$ cat config.mk
export PLATFORM = sky130hd
export DESIGN_NAME = tt_sel_sequencer_flat
export DESIGN_NICKNAME = d
export VERILOG_FILES = /design/src/rtl/tt_sel_pkg.sv /design/src/rtl/tt_sel_sequencer_if.sv /design/src/rtl/tt_sel_dwell.sv /design/src/rtl/tt_sel_sequencer.sv /design/src/flat_wrapper.sv
export SDC_FILE = /design/constraint.sdc
export NUM_CORES = 1
export LEC_CHECK = 0
export BUFFER_PORTS_ARGS = -buffer_cell sky130_fd_sc_hd__clkbuf_2
export CAP_MARGIN = 20
export CORE_MARGIN = 2
export CORE_UTILIZATION = 51
export CTS_CLUSTER_SIZE = 28
export DETAILED_ROUTE_END_ITERATION = 6
export GPL_ROUTABILITY_DRIVEN = 0
export PLACE_DENSITY = 0.77
export SYNTH_ARGS = -nofsm -noshare
export SYNTH_HDL_FRONTEND = slang
export SYNTH_SLANG_ARGS = --single-unit
export TNS_END_PERCENT = 1
$ cat constraint.sdc
create_clock -name clk -period 1.9 [get_ports clk]
set_clock_uncertainty 0.05 [all_clocks]
set_input_delay 0.095 -clock clk [delete_from_list [all_inputs] [get_ports clk]]
set_output_delay 0.095 -clock clk [all_outputs]
set_load 0.02 [all_outputs]
$ cat src/rtl/tt_sel_pkg.sv
// Shared types and constants for the design-selection sequencer.
// State encoding, default dwell lengths and the NONE-address helper.
package tt_sel_pkg;

  localparam int DEF_ADDR_W        = 10;
  localparam int DEF_SETTLE_CYCLES = 2;
  localparam int DEF_RST_CYCLES    = 4;

  typedef enum logic [2:0] {
    OFF        = 3'd0,
    STOP_CLK   = 3'd1,
    ASSERT_RST = 3'd2,
    DISABLE    = 3'd3,
    RESET_HOLD = 3'd4,
    RUN        = 3'd5
  } sel_state_t;

  // All-ones address of the given width: no design selected.
  function automatic logic [31:0] none_addr(input int addr_w);
    return (32'd1 << addr_w) - 32'd1;
  endfunction

endpackage

$ cat src/rtl/tt_sel_sequencer_if.sv
// Request handshake plus the select/enable bundle toward the decoder and mux spine.
// master = chip controller side, slave = sequencer side.
interface tt_sel_sequencer_if
  import tt_sel_pkg::*;
#(
  parameter int ADDR_W = DEF_ADDR_W
);
  logic              req_valid;
  logic [ADDR_W-1:0] req_addr;
  logic              req_ready;
  logic              busy;
  logic              done;
  logic [ADDR_W-1:0] um_addr;
  logic              um_ena;
  logic              um_rst_n;
  logic              um_clk_en;
  logic              ui_pass;

  modport master (
    output req_valid, req_addr,
    input  req_ready, busy, done, um_addr, um_ena, um_rst_n, um_clk_en, ui_pass
  );

  modport slave (
    input  req_valid, req_addr,
    output req_ready, busy, done, um_addr, um_ena, um_rst_n, um_clk_en, ui_pass
  );
endinterface

$ cat src/rtl/tt_sel_dwell.sv
// Loadable down-counter timing the DISABLE and RESET_HOLD dwells.
// last_o flags the final cycle of a dwell (count of 1).
module tt_sel_dwell #(
  parameter int CNT_W = 3
) (
  input  logic             clk,
  input  logic             rst,
  input  logic             load_i,
  input  logic [CNT_W-1:0] load_val_i,
  output logic             last_o
);
  logic [CNT_W-1:0] cnt_q;

  always_ff @(posedge clk or posedge rst) begin
    if (rst) begin
      cnt_q <= '0;
    end else if (load_i) begin
      cnt_q <= load_val_i;
    end else if (cnt_q != '0) begin
      cnt_q <= cnt_q - CNT_W'(1);
    end
  end

  assign last_o = (cnt_q == CNT_W'(1));
endmodule

$ cat src/rtl/tt_sel_sequencer.sv
// Moves the active-design selection in a safe order so that a design with ena low
// always sees clock stopped, reset asserted and inputs forced to zero.
module tt_sel_sequencer
  import tt_sel_pkg::*;
#(
  parameter int ADDR_W        = DEF_ADDR_W,
  parameter int SETTLE_CYCLES = DEF_SETTLE_CYCLES,
  parameter int RST_CYCLES    = DEF_RST_CYCLES
) (
  input  logic                clk,
  input  logic                rst,
  tt_sel_sequencer_if.slave   sel
);
  localparam logic [ADDR_W-1:0] NONE_ADDR = ADDR_W'(none_addr(ADDR_W));
  localparam int DWELL_MAX = (SETTLE_CYCLES > RST_CYCLES) ? SETTLE_CYCLES : RST_CYCLES;
  localparam int CNT_W     = $clog2(DWELL_MAX + 1);

  sel_state_t        state_q, state_d;
  logic [ADDR_W-1:0] pend_addr_q;
  logic [ADDR_W-1:0] um_addr_q;
  logic              done_q;
  logic              busy;
  logic              accept;
  logic              dwell_load;
  logic [CNT_W-1:0]  dwell_val;
  logic              dwell_last;
  logic              ena, pass, clk_en, rst_n;

  assign busy   = (state_q != OFF) && (state_q != RUN);
  assign accept = sel.req_valid && !busy;

  tt_sel_dwell #(.CNT_W(CNT_W)) u_dwell (
    .clk       (clk),
    .rst       (rst),
    .load_i    (dwell_load),
    .load_val_i(dwell_val),
    .last_o    (dwell_last)
  );

  always_ff @(posedge clk or posedge rst) begin
    if (rst) begin
      state_q     <= OFF;
      pend_addr_q <= '0;
      um_addr_q   <= '0;
      done_q      <= 1'b0;
    end else begin
      state_q <= state_d;
      if (accept) begin
        pend_addr_q <= sel.req_addr;
      end
      // Address moves only while fully disabled, on the edge leaving DISABLE.
      if (state_q == DISABLE && dwell_last) begin
        um_addr_q <= pend_addr_q;
      end
      done_q <= (state_d == RUN) && (state_q != RUN);
    end
  end

  always_comb begin
    state_d    = state_q;
    dwell_load = 1'b0;
    dwell_val  = '0;
    case (state_q)
      OFF: begin
        if (accept) begin
          state_d    = DISABLE;
          dwell_load = 1'b1;
          dwell_val  = CNT_W'(SETTLE_CYCLES);
        end
      end
      RUN: begin
        if (accept) begin
          state_d = STOP_CLK;
        end
      end
      STOP_CLK: state_d = ASSERT_RST;
      ASSERT_RST: begin
        state_d    = DISABLE;
        dwell_load = 1'b1;
        dwell_val  = CNT_W'(SETTLE_CYCLES);
      end
      DISABLE: begin
        if (dwell_last) begin
          if (pend_addr_q == NONE_ADDR) begin
            state_d = OFF;
          end else begin
            state_d    = RESET_HOLD;
            dwell_load = 1'b1;
            dwell_val  = CNT_W'(RST_CYCLES);
          end
        end
      end
      RESET_HOLD: begin
        if (dwell_last) begin
          state_d = RUN;
        end
      end
      default: state_d = OFF;
    endcase
  end

  // Output decode of the state register: (ena, ui_pass, clk_en, rst_n).
  always_comb begin
    ena    = 1'b0;
    pass   = 1'b0;
    clk_en = 1'b0;
    rst_n  = 1'b0;
    case (state_q)
      RUN:        {ena, pass, clk_en, rst_n} = 4'b1111;
      STOP_CLK:   {ena, pass, clk_en, rst_n} = 4'b1101;
      ASSERT_RST: {ena, pass, clk_en, rst_n} = 4'b1000;
      RESET_HOLD: {ena, pass, clk_en, rst_n} = 4'b1110;
      default:    {ena, pass, clk_en, rst_n} = 4'b0000;
    endcase
  end

  assign sel.req_ready = !busy;
  assign sel.busy      = busy;
  assign sel.done      = done_q;
  assign sel.um_addr   = um_addr_q;
  assign sel.um_ena    = ena;
  assign sel.ui_pass   = pass;
  assign sel.um_clk_en = clk_en;
  assign sel.um_rst_n  = rst_n;
endmodule

$ cat src/flat_wrapper.sv
// flat-port wrapper written by rule: the top's interface ports become plain ports
module tt_sel_sequencer_flat import tt_sel_pkg::*;
#(
  parameter int ADDR_W        = DEF_ADDR_W,
  parameter int SETTLE_CYCLES = DEF_SETTLE_CYCLES,
  parameter int RST_CYCLES    = DEF_RST_CYCLES
)
  (clk, rst, sel_req_valid, sel_req_addr, sel_req_ready, sel_busy, sel_done, sel_um_addr, sel_um_ena, sel_um_rst_n, sel_um_clk_en, sel_ui_pass);
  tt_sel_sequencer_if #(.ADDR_W(ADDR_W)) sel_i ();
  input  logic clk;
  input  logic rst;
  input wire logic [$bits(sel_i.req_valid)-1:0] sel_req_valid;
  input wire logic [$bits(sel_i.req_addr)-1:0] sel_req_addr;
  output wire logic [$bits(sel_i.req_ready)-1:0] sel_req_ready;
  output wire logic [$bits(sel_i.busy)-1:0] sel_busy;
  output wire logic [$bits(sel_i.done)-1:0] sel_done;
  output wire logic [$bits(sel_i.um_addr)-1:0] sel_um_addr;
  output wire logic [$bits(sel_i.um_ena)-1:0] sel_um_ena;
  output wire logic [$bits(sel_i.um_rst_n)-1:0] sel_um_rst_n;
  output wire logic [$bits(sel_i.um_clk_en)-1:0] sel_um_clk_en;
  output wire logic [$bits(sel_i.ui_pass)-1:0] sel_ui_pass;
  assign sel_i.req_valid = sel_req_valid;
  assign sel_i.req_addr = sel_req_addr;
  assign sel_req_ready = sel_i.req_ready;
  assign sel_busy = sel_i.busy;
  assign sel_done = sel_i.done;
  assign sel_um_addr = sel_i.um_addr;
  assign sel_um_ena = sel_i.um_ena;
  assign sel_um_rst_n = sel_i.um_rst_n;
  assign sel_um_clk_en = sel_i.um_clk_en;
  assign sel_ui_pass = sel_i.ui_pass;
  tt_sel_sequencer #(.ADDR_W(ADDR_W), .SETTLE_CYCLES(SETTLE_CYCLES), .RST_CYCLES(RST_CYCLES)) u_core (.clk(clk), .rst(rst), .sel(sel_i));
endmodule
==> results.toml, run 1 <==
[floorplan]
fp.coreArea_um2 = 2250
ios = 30
die_y_um = 53.2
rows = 17
die_x_um = 53.2
dieArea_um2 = 2830
initial_core_util_pct = 54.7

[clock_network]
post_cts_buffers = 0
cts-root-buf = "clkbuf_4"
clkLatencyLatePin_ns = 0.33
htreeDepth = 1
cts_buffer_depth = 2
clock_sinks = 27
cts_tree = "done"
cts_buffers = 3
clk_pin_slew_ns = 0.15

[yosys]
ys_types = 28
synthCells = 96
synth.avg_cell_area_um2 = 12.9
synth_sequential_area_ratio_pct = 54.8
synthArstFlopShare_pct = 100
syn-cell-area_um2 = 1230
synth-warning-count = 0
yosys_register_bits = 27
ys.flop_type = "dfrtp_1"
synth_edf_count = 0
synth_fp_nets = 112

[grt]
grt_pass1_vias = 911
grt_max_degree = 28
grt_util_all_layers_pct = 20.2
grt_overflow = 0
antenna_found_initial = 0
grt_pass1_wl_um = 4030

[timing]
post-route-period-util_pct = 93.9
maxSlewViolCount = 0
setup_tns_ns = 0
period_needed_ns = 1.78
maxSlewHeadroom_pct = 77.5
fmax_mhz = 561
hold_violations = 0
holdWs_ns = 0.0785
fin_ws_ns = 0.117
setup_viol = 0
grt_setup_unrepaired = "no"
tightest_slew_ns = 0.335

[power]
peakVddDrop_v = 0.000952
p_int_mw = 1.42
comb_power_share_pct = 45.3
seqPwrFrac_pct = 44.1
p_leak_nw = 0.753
swShare_pct = 39.2
switchingPower_mw = 0.912
power_frac_clock_pct = 10.6
power_density_nw_per_um2 = 1480
total_power_mw = 2.33

[finish]
mostFrequentLayoutCell = "clkbuf_2"
diodes = 0
final_cell_mix = "clkbuf_2, dfrtp_1, mux2_2"
layout-drive-gt1-share_pct = 42.3
final_cell_area_um2 = 1570
fin_cells = 170
regArea_um2 = 676
final_net_count = 159
area_growth_pct = 27.3
post-route-util_pct = 69.6
fill_cells = 186
multiInputGateArea_um2 = 509

[run_status]
outcome = "finished clean"

[setup_path]
crit_required_ns = 2.07
rr_worst_depth = 6
regToRegSetupSlack_ns = 0.12
critPathKind = "flop to flop"
worstPathMaxFanout = 13
crit_arrival_ns = 1.95
setup.worst_path.start = "u_core.u_dwell.cnt_q[1]"
endpoint_kind = "flop"
reg2reg_to = "u_core.sel.um_addr[0]"
rr_startpoint = "u_core.u_dwell.cnt_q[1]"
cp-start-kind = "flop"
crit_end = "u_core.sel.um_addr[0]"

[detailed_routing]
wl_per_cell_um = 14.4
num_vias = 905
ant_nets = 0
viasPerCell = 5.32
drc_errors = 0
routed_wl_um = 2450
drtPass1Iterations = 4
initialDrtViolationCount = 15

[place]
portBuffers = 29
dpl-instance-area_um2 = 1430
hpwl_um = 1720
dpl_worst_slack_ns = 0.148
dpl.cell_count = 155

[job]
cap_violations = 0

[hold_path]
hold_path_depth = 3
hold_path.class = "input pin to flop"
-- cell usage after synthesis, types with 2 or more instances --
cell type / number / area share [%]
dfrtp_1: 27 / 55
mux2_2: 20 / 18
inv_1: 7 / 2.1
nor2_1: 6 / 1.8
a211oi_1: 3 / 1.8
a21oi_1: 3 / 1.2
ha_1: 3 / 3.0
mux2i_1: 2 / 1.6
nand2_1: 2 / 0.61
nand2b_1: 2 / 1.0
nand4_1: 2 / 1.0
nor4_1: 2 / 1.0
xnor2_1: 2 / 1.4
-- logic make-up after synthesis --
logic type	Yosys count	share of synthesized area (%)
xor gates and xnor gates	2	1.42
DFF	27	54.8
AOI/OAI and AO/OA	12	8.01
muxes	22	19.9
adders and majority gates	3	3.04
and+or+nand+nor	20	8.93
buffers and inverters	10	3.96
-- final cells by class --
class | count | area share [%]
clock buffer | 3 | 1.43
inverter | 7 | 1.67
tap | 28 | 2.23
clock inverter | 1 | 0.319
timing repair buffer | 45 | 18.9
sequential | 27 | 43.0
multi-input combinational | 59 | 32.4
-- state kept, by name (all words and copies together), names as in the netlist --
name and count:
u_core.u_dwell.cnt_q 3, u_core.sel.done 1, u_core.pend_addr_q 10, u_core.state_q 3, u_core.sel.um_addr 10
-- per-layer routing --
layer  GRT usage [%]  part of all wire [%]  wire, um
met1            25.0                    41      1020
met2            34.6                    54      1330
met3            3.39                   2.7        65
met4            8.55                   1.4        35
met5               0                     0         0
-- worst max-delay path, stage by stage (launching register included) --
cell and delay, ns:
dfrtp_1 0.39, inv_1 0.11, ha_1 0.18, and4b_1 0.25, and2_0 0.16, buf_6 0.17, mux2_2 0.35
-- power groups by stage --
| stage | Combinational, mW | Sequential [mW] | Clock [mW] |
|---|---|---|---|
| floorplan | 0.654 | 1.10 | 0 |
| global placement | 0.992 | 1.02 | 0 |
| detailed placement | 1.03 | 1.04 | 0 |
| CTS | 1.05 | 1.02 | 0.252 |
| global route | 1.15 | 1.06 | 0.280 |
| finish | 1.05 | 1.03 | 0.247 |
-- how the worst min path moves through the flow --
stage / slack, ns / startpoint / endpoint
4_1_cts: 0.06 / sel_req_valid / u_core.state_q[1]
3_3_place_gp: 0.09 / rst / u_core.sel.um_addr[7]
6_report: 0.08 / sel_req_valid / u_core.state_q[1]
5_1_grt: 0.05 / sel_req_valid / u_core.state_q[1]
3_5_place_dp: 0.09 / rst / u_core.sel.um_addr[6]
2_1_floorplan: 0.1 / rst / u_core.pend_addr_q[0]
-- what timing repair did --
item | in CTS | in global routing
hold endpoints to repair | 37 | 0
setup endpoints to repair | 0 | 7
hold buffers | 11 | 0
resized for setup | 0 | 1
No activity file was read; power rests on OpenSTA's default activity.
==> run 2, diff against run 1 <==
CORE_MARGIN = 3   (was 2)
CORE_UTILIZATION = 55   (was 51)
PLACE_DENSITY = 0.82   (was 0.77)
clock period = 2.12 ns   (was 1.9 ns; I/O delays follow)
==> results.toml, run 2 (synthesized netlist as in run 1, its figures left out) <==
[run_status]
outcome = "finished clean"

[setup_path]
crit_chain = "or2_4 -> a211oi_4 -> mux2_2"
regToRegSetupSlack_ns = 0.26
rr_worst_depth = 3
critPathKind = "flop to flop"
crit_arrival_ns = 2.03
crit_family = "flip-flops"
rr_startpoint = "u_core.state_q[2]"
crit_end = "u_core.pend_addr_q[4]"
setup.worst_path.start = "u_core.state_q[2]"
worst-path-stages = 3
reg2reg_to = "u_core.pend_addr_q[4]"
endpoint_kind = "flop"
crit_required_ns = 2.29
worstPathMaxFanout = 10
cp-start-kind = "flop"
cpPeakStageDelay_ns = 0.51
crit_slowest_cell = "dfrtp_1"
critPathBufInv = 0

[floorplan]
ios = 30
die_x_um = 53.4
fp.coreArea_um2 = 2040
dieArea_um2 = 2850
rows = 16
die_y_um = 53.4
initial_core_util_pct = 60.4

[power]
peakVddDrop_v = 0.000834
seqPwrFrac_pct = 44.4
p_int_mw = 1.26
total_power_mw = 2.06
p_leak_nw = 0.741
switchingPower_mw = 0.796
power_density_nw_per_um2 = 1330
swShare_pct = 38.7
power_frac_clock_pct = 10.7
comb_power_share_pct = 44.9

[finish]
final_cell_mix = "clkbuf_2, dfrtp_1, mux2_2"
final_net_count = 157
multiInputGateArea_um2 = 509
regArea_um2 = 676
diodes = 0
mostFrequentLayoutCell = "clkbuf_2"
final_cell_area_um2 = 1550
layout-drive-gt1-share_pct = 41.4
post-route-util_pct = 75.9
area_growth_pct = 25.7
fill_cells = 144

[place]
portBuffers = 29
hpwl_um = 1650
dpl-instance-area_um2 = 1410
dpl_worst_slack_ns = 0.300

[clock_network]
postCtsHoldBufs = 11
post_cts_resized = 0
cts_buffers = 3
cts_buffer_depth = 2
clk_pin_slew_ns = 0.14
clock_sinks = 27
clkLatencyLatePin_ns = 0.32
cts-root-buf = "clkbuf_4"
post_cts_buffers = 0
cts_tree = "done"
htreeDepth = 1

[grt]
grt_overflow = 0
grt_pass1_wl_um = 4040
grt_pass1_vias = 895
grt_max_degree = 28
antenna_found_initial = 0
grt_util_all_layers_pct = 19.8

[timing]
hold_violations = 0
fmax_mhz = 539
fin_ws_ns = 0.264
tightest_slew_ns = 0.539
setup_viol = 0
period_needed_ns = 1.86
maxSlewViolCount = 0
post-route-period-util_pct = 87.5
grt_setup_unrepaired = "no"
setup_tns_ns = 0
maxSlewHeadroom_pct = 63.9

[hold_path]
hold_path_depth = 3
hold_path.class = "input pin to flop"

[detailed_routing]
drtPass1Iterations = 3
routed_wl_um = 2350
viasPerCell = 5.29
wl_per_cell_um = 14.1
drc_errors = 0
ant_nets = 0
initialDrtViolationCount = 6
num_vias = 883

[job]
cap_violations = 0
[run 2: changes by cell type in the layout (fill, tap and decap cells not counted), sizes merged]
cell / previous run / this run
buf: 5 / 3
[run 2: layout make-up]
class	instances	area share [%]
Tap cell	27	2.18
Clock inverter	1	0.323
Clock buffer	3	1.45
Timing Repair Buffer	43	17.9
Multi-Input combinational cell	59	32.8
Inverter	7	1.69
Sequential cell	27	43.6
[run 2: worst reg2reg max path, stage by stage, from the launching register on]
cell      delay (ns)
dfrtp_1         0.51
or2_4           0.30
a211oi_4        0.50
mux2_2          0.40
[run 2: power by group through the flow]
stage          logic (mW)  registers [mW]  clock network, mW
2_1_floorplan       0.586           0.989                  0
3_3_place_gp        0.883           0.908                  0
3_5_place_dp        0.915           0.925                  0
4_1_cts             0.935           0.910              0.225
5_1_grt              1.02           0.944              0.244
6_report            0.923           0.913              0.219
[run 2: stage by stage]
| stage | instances | hold slack [ns] |
|---|---|---|
| 2_1_floorplan | 96 | 0.109 |
| 6_report | 167 | 0.0721 |
| 3_5_place_dp | 152 | 0.110 |
| 3_3_place_gp | 152 | 0.106 |
| 4_1_cts | 167 | 0.0668 |
| 5_1_grt | 167 | 0.124 |
[run 2: layer usage]
| layer | wire, um | up-vias | GRT usage [%] |
|---|---|---|---|
| met1 | 996 | 430 | 24.7 |
| met5 | 0 | - | 0 |
| li1 | - | 429 | - |
| met4 | 47 | 0 | 9.36 |
| met3 | 73 | 7 | 1.97 |
| met2 | 1230 | 17 | 33.9 |
[run 2: worst min-delay path by stage]
stage / startpoint / end / slack [ns]
6_report: sel_req_valid / u_core.state_q[0] / 0.07
5_1_grt: sel_req_valid / u_core.state_q[1] / 0.12
4_1_cts: sel_req_valid / u_core.state_q[0] / 0.07
3_5_place_dp: rst / u_core.sel.um_addr[7] / 0.11
3_3_place_gp: rst / u_core.pend_addr_q[7] / 0.11
2_1_floorplan: rst / u_core.pend_addr_q[0] / 0.11
==> run 3, diff against run 2 <==
PLACE_DENSITY = 0.85   (was 0.82)
==> results.toml, run 3 (synthesized netlist as in run 1, its figures left out) <==
[timing]
period_needed_ns = 1.85
setup_tns_ns = 0
fmax_mhz = 541
holdWs_ns = 0.0744
maxSlewViolCount = 0
post-route-period-util_pct = 87.2
grt_setup_unrepaired = "no"
hold_violations = 0
setup_viol = 0
tightest_slew_ns = 0.555
maxSlewHeadroom_pct = 62.9

[finish]
final_cell_area_um2 = 1550
layout-drive-gt1-share_pct = 41.4
final_cell_mix = "clkbuf_2, dfrtp_1, mux2_2"
final_net_count = 157
mostFrequentLayoutCell = "clkbuf_2"
area_growth_pct = 25.7
fill_cells = 144
multiInputGateArea_um2 = 509
fin_cells = 167
regArea_um2 = 676
post-route-util_pct = 75.9
diodes = 0

[power]
p_int_mw = 1.26
swShare_pct = 39.4
power_frac_clock_pct = 10.7
switchingPower_mw = 0.818
peakVddDrop_v = 0.00101
power_density_nw_per_um2 = 1340
seqPwrFrac_pct = 44.6
comb_power_share_pct = 44.8
p_leak_nw = 0.741

[floorplan]
die_y_um = 53.4
rows = 16
dieArea_um2 = 2850
initial_core_util_pct = 60.4
fp.coreArea_um2 = 2040
ios = 30
die_x_um = 53.4

[place]
dpl.cell_count = 152
hpwl_um = 1740
portBuffers = 29
dpl-instance-area_um2 = 1410

[setup_path]
crit_required_ns = 2.29
endpoint_kind = "flop"
critPathKind = "flop to flop"
rr_startpoint = "u_core.state_q[2]"
cp-start-kind = "flop"
worstPathMaxFanout = 10
crit_arrival_ns = 2.02
setup.worst_path.start = "u_core.state_q[2]"

[hold_path]
hold_path.class = "input pin to flop"
hp-start = "sel_req_valid"

[grt]
grt_pass1_vias = 884
antenna_found_initial = 0
grt_util_all_layers_pct = 20.2
grt_pass1_wl_um = 4080
grt_max_degree = 28
grt_overflow = 0

[detailed_routing]
routed_wl_um = 2430
wl_per_cell_um = 14.5
num_vias = 882
viasPerCell = 5.28
ant_nets = 0
drtPass1Iterations = 4
drc_errors = 0
initialDrtViolationCount = 14

[run_status]
outcome = "finished clean"

[clock_network]
cts_tree = "done"
clk_pin_slew_ns = 0.14
cts-root-buf = "clkbuf_4"
cts_buffer_depth = 2
htreeDepth = 1
clkLatencyLatePin_ns = 0.33
post_cts_buffers = 0
clock_sinks = 27
cts_buffers = 3

[job]
cap_violations = 0
run 3: cell counts in the layout (fill, tap and decap cells not counted):
No cell type changed its count.
run 3: repair_timing:
action / in CTS / in global routing
endpoints found under the hold margin: 37 / 0
hold buffers: 11 / 0
endpoints found under the setup margin: 0 / 0
resized for setup: 0 / 0
run 3: worst paths after layout:
kind | to | cells past startpoint | slack, ns
setup / recovery | u_core.pend_addr_q[0] | 3 | 0.27
hold / removal | u_core.state_q[0] | 3 | 0.07
setup reg to reg | u_core.pend_addr_q[0] | 3 | 0.27
hold reg to reg | u_core.sel.um_addr[6] | 1 | 0.48
max in group asynchronous | u_core.state_q[0] | 4 | 1.41
min in group asynchronous | u_core.pend_addr_q[4] | 4 | 0.35
run 3: cell type report:
| cell class | instances | area share, % |
|---|---|---|
| clock buffer | 3 | 1.45 |
| sequential | 27 | 43.6 |
| timing repair buffer | 43 | 17.9 |
| multi-input combinational | 59 | 32.8 |
| clock inverter | 1 | 0.323 |
| inverter | 7 | 1.69 |
| tap | 27 | 2.18 |
run 3: worst max-delay path, cell delays in order (launching register included):
cell and delay, ns:
dfrtp_1 0.50, or2_4 0.29, a211oi_4 0.51, mux2_2 0.40
run 3: metrics by stage:
step / power, mW / worst slack (ns)
finish: 2.08 / 0.271
CTS: 2.09 / 0.264
global route: 2.22 / 0.202
detailed placement: 1.86 / 0.297
floorplan: 1.58 / 0.393
global placement: 1.79 / 0.341
run 3: routing by layer:
metal / wire, um / global-route usage, % / up-vias
li1: - / - / 429
met1: 1050 / 26.1 / 425
met2: 1260 / 33.3 / 22
met3: 61 / 2.54 / 6
met4: 51 / 9.79 / 0
met5: 0 / 0 / -
run 3: power groups by stage:
stage               logic (mW)  clock network, mW  registers (mW)
global placement         0.878                  0           0.913
CTS                      0.940              0.221           0.924
floorplan                0.586                  0           0.989
finish                   0.931              0.222           0.926
detailed placement       0.920                  0           0.935
global route              1.02              0.243           0.953
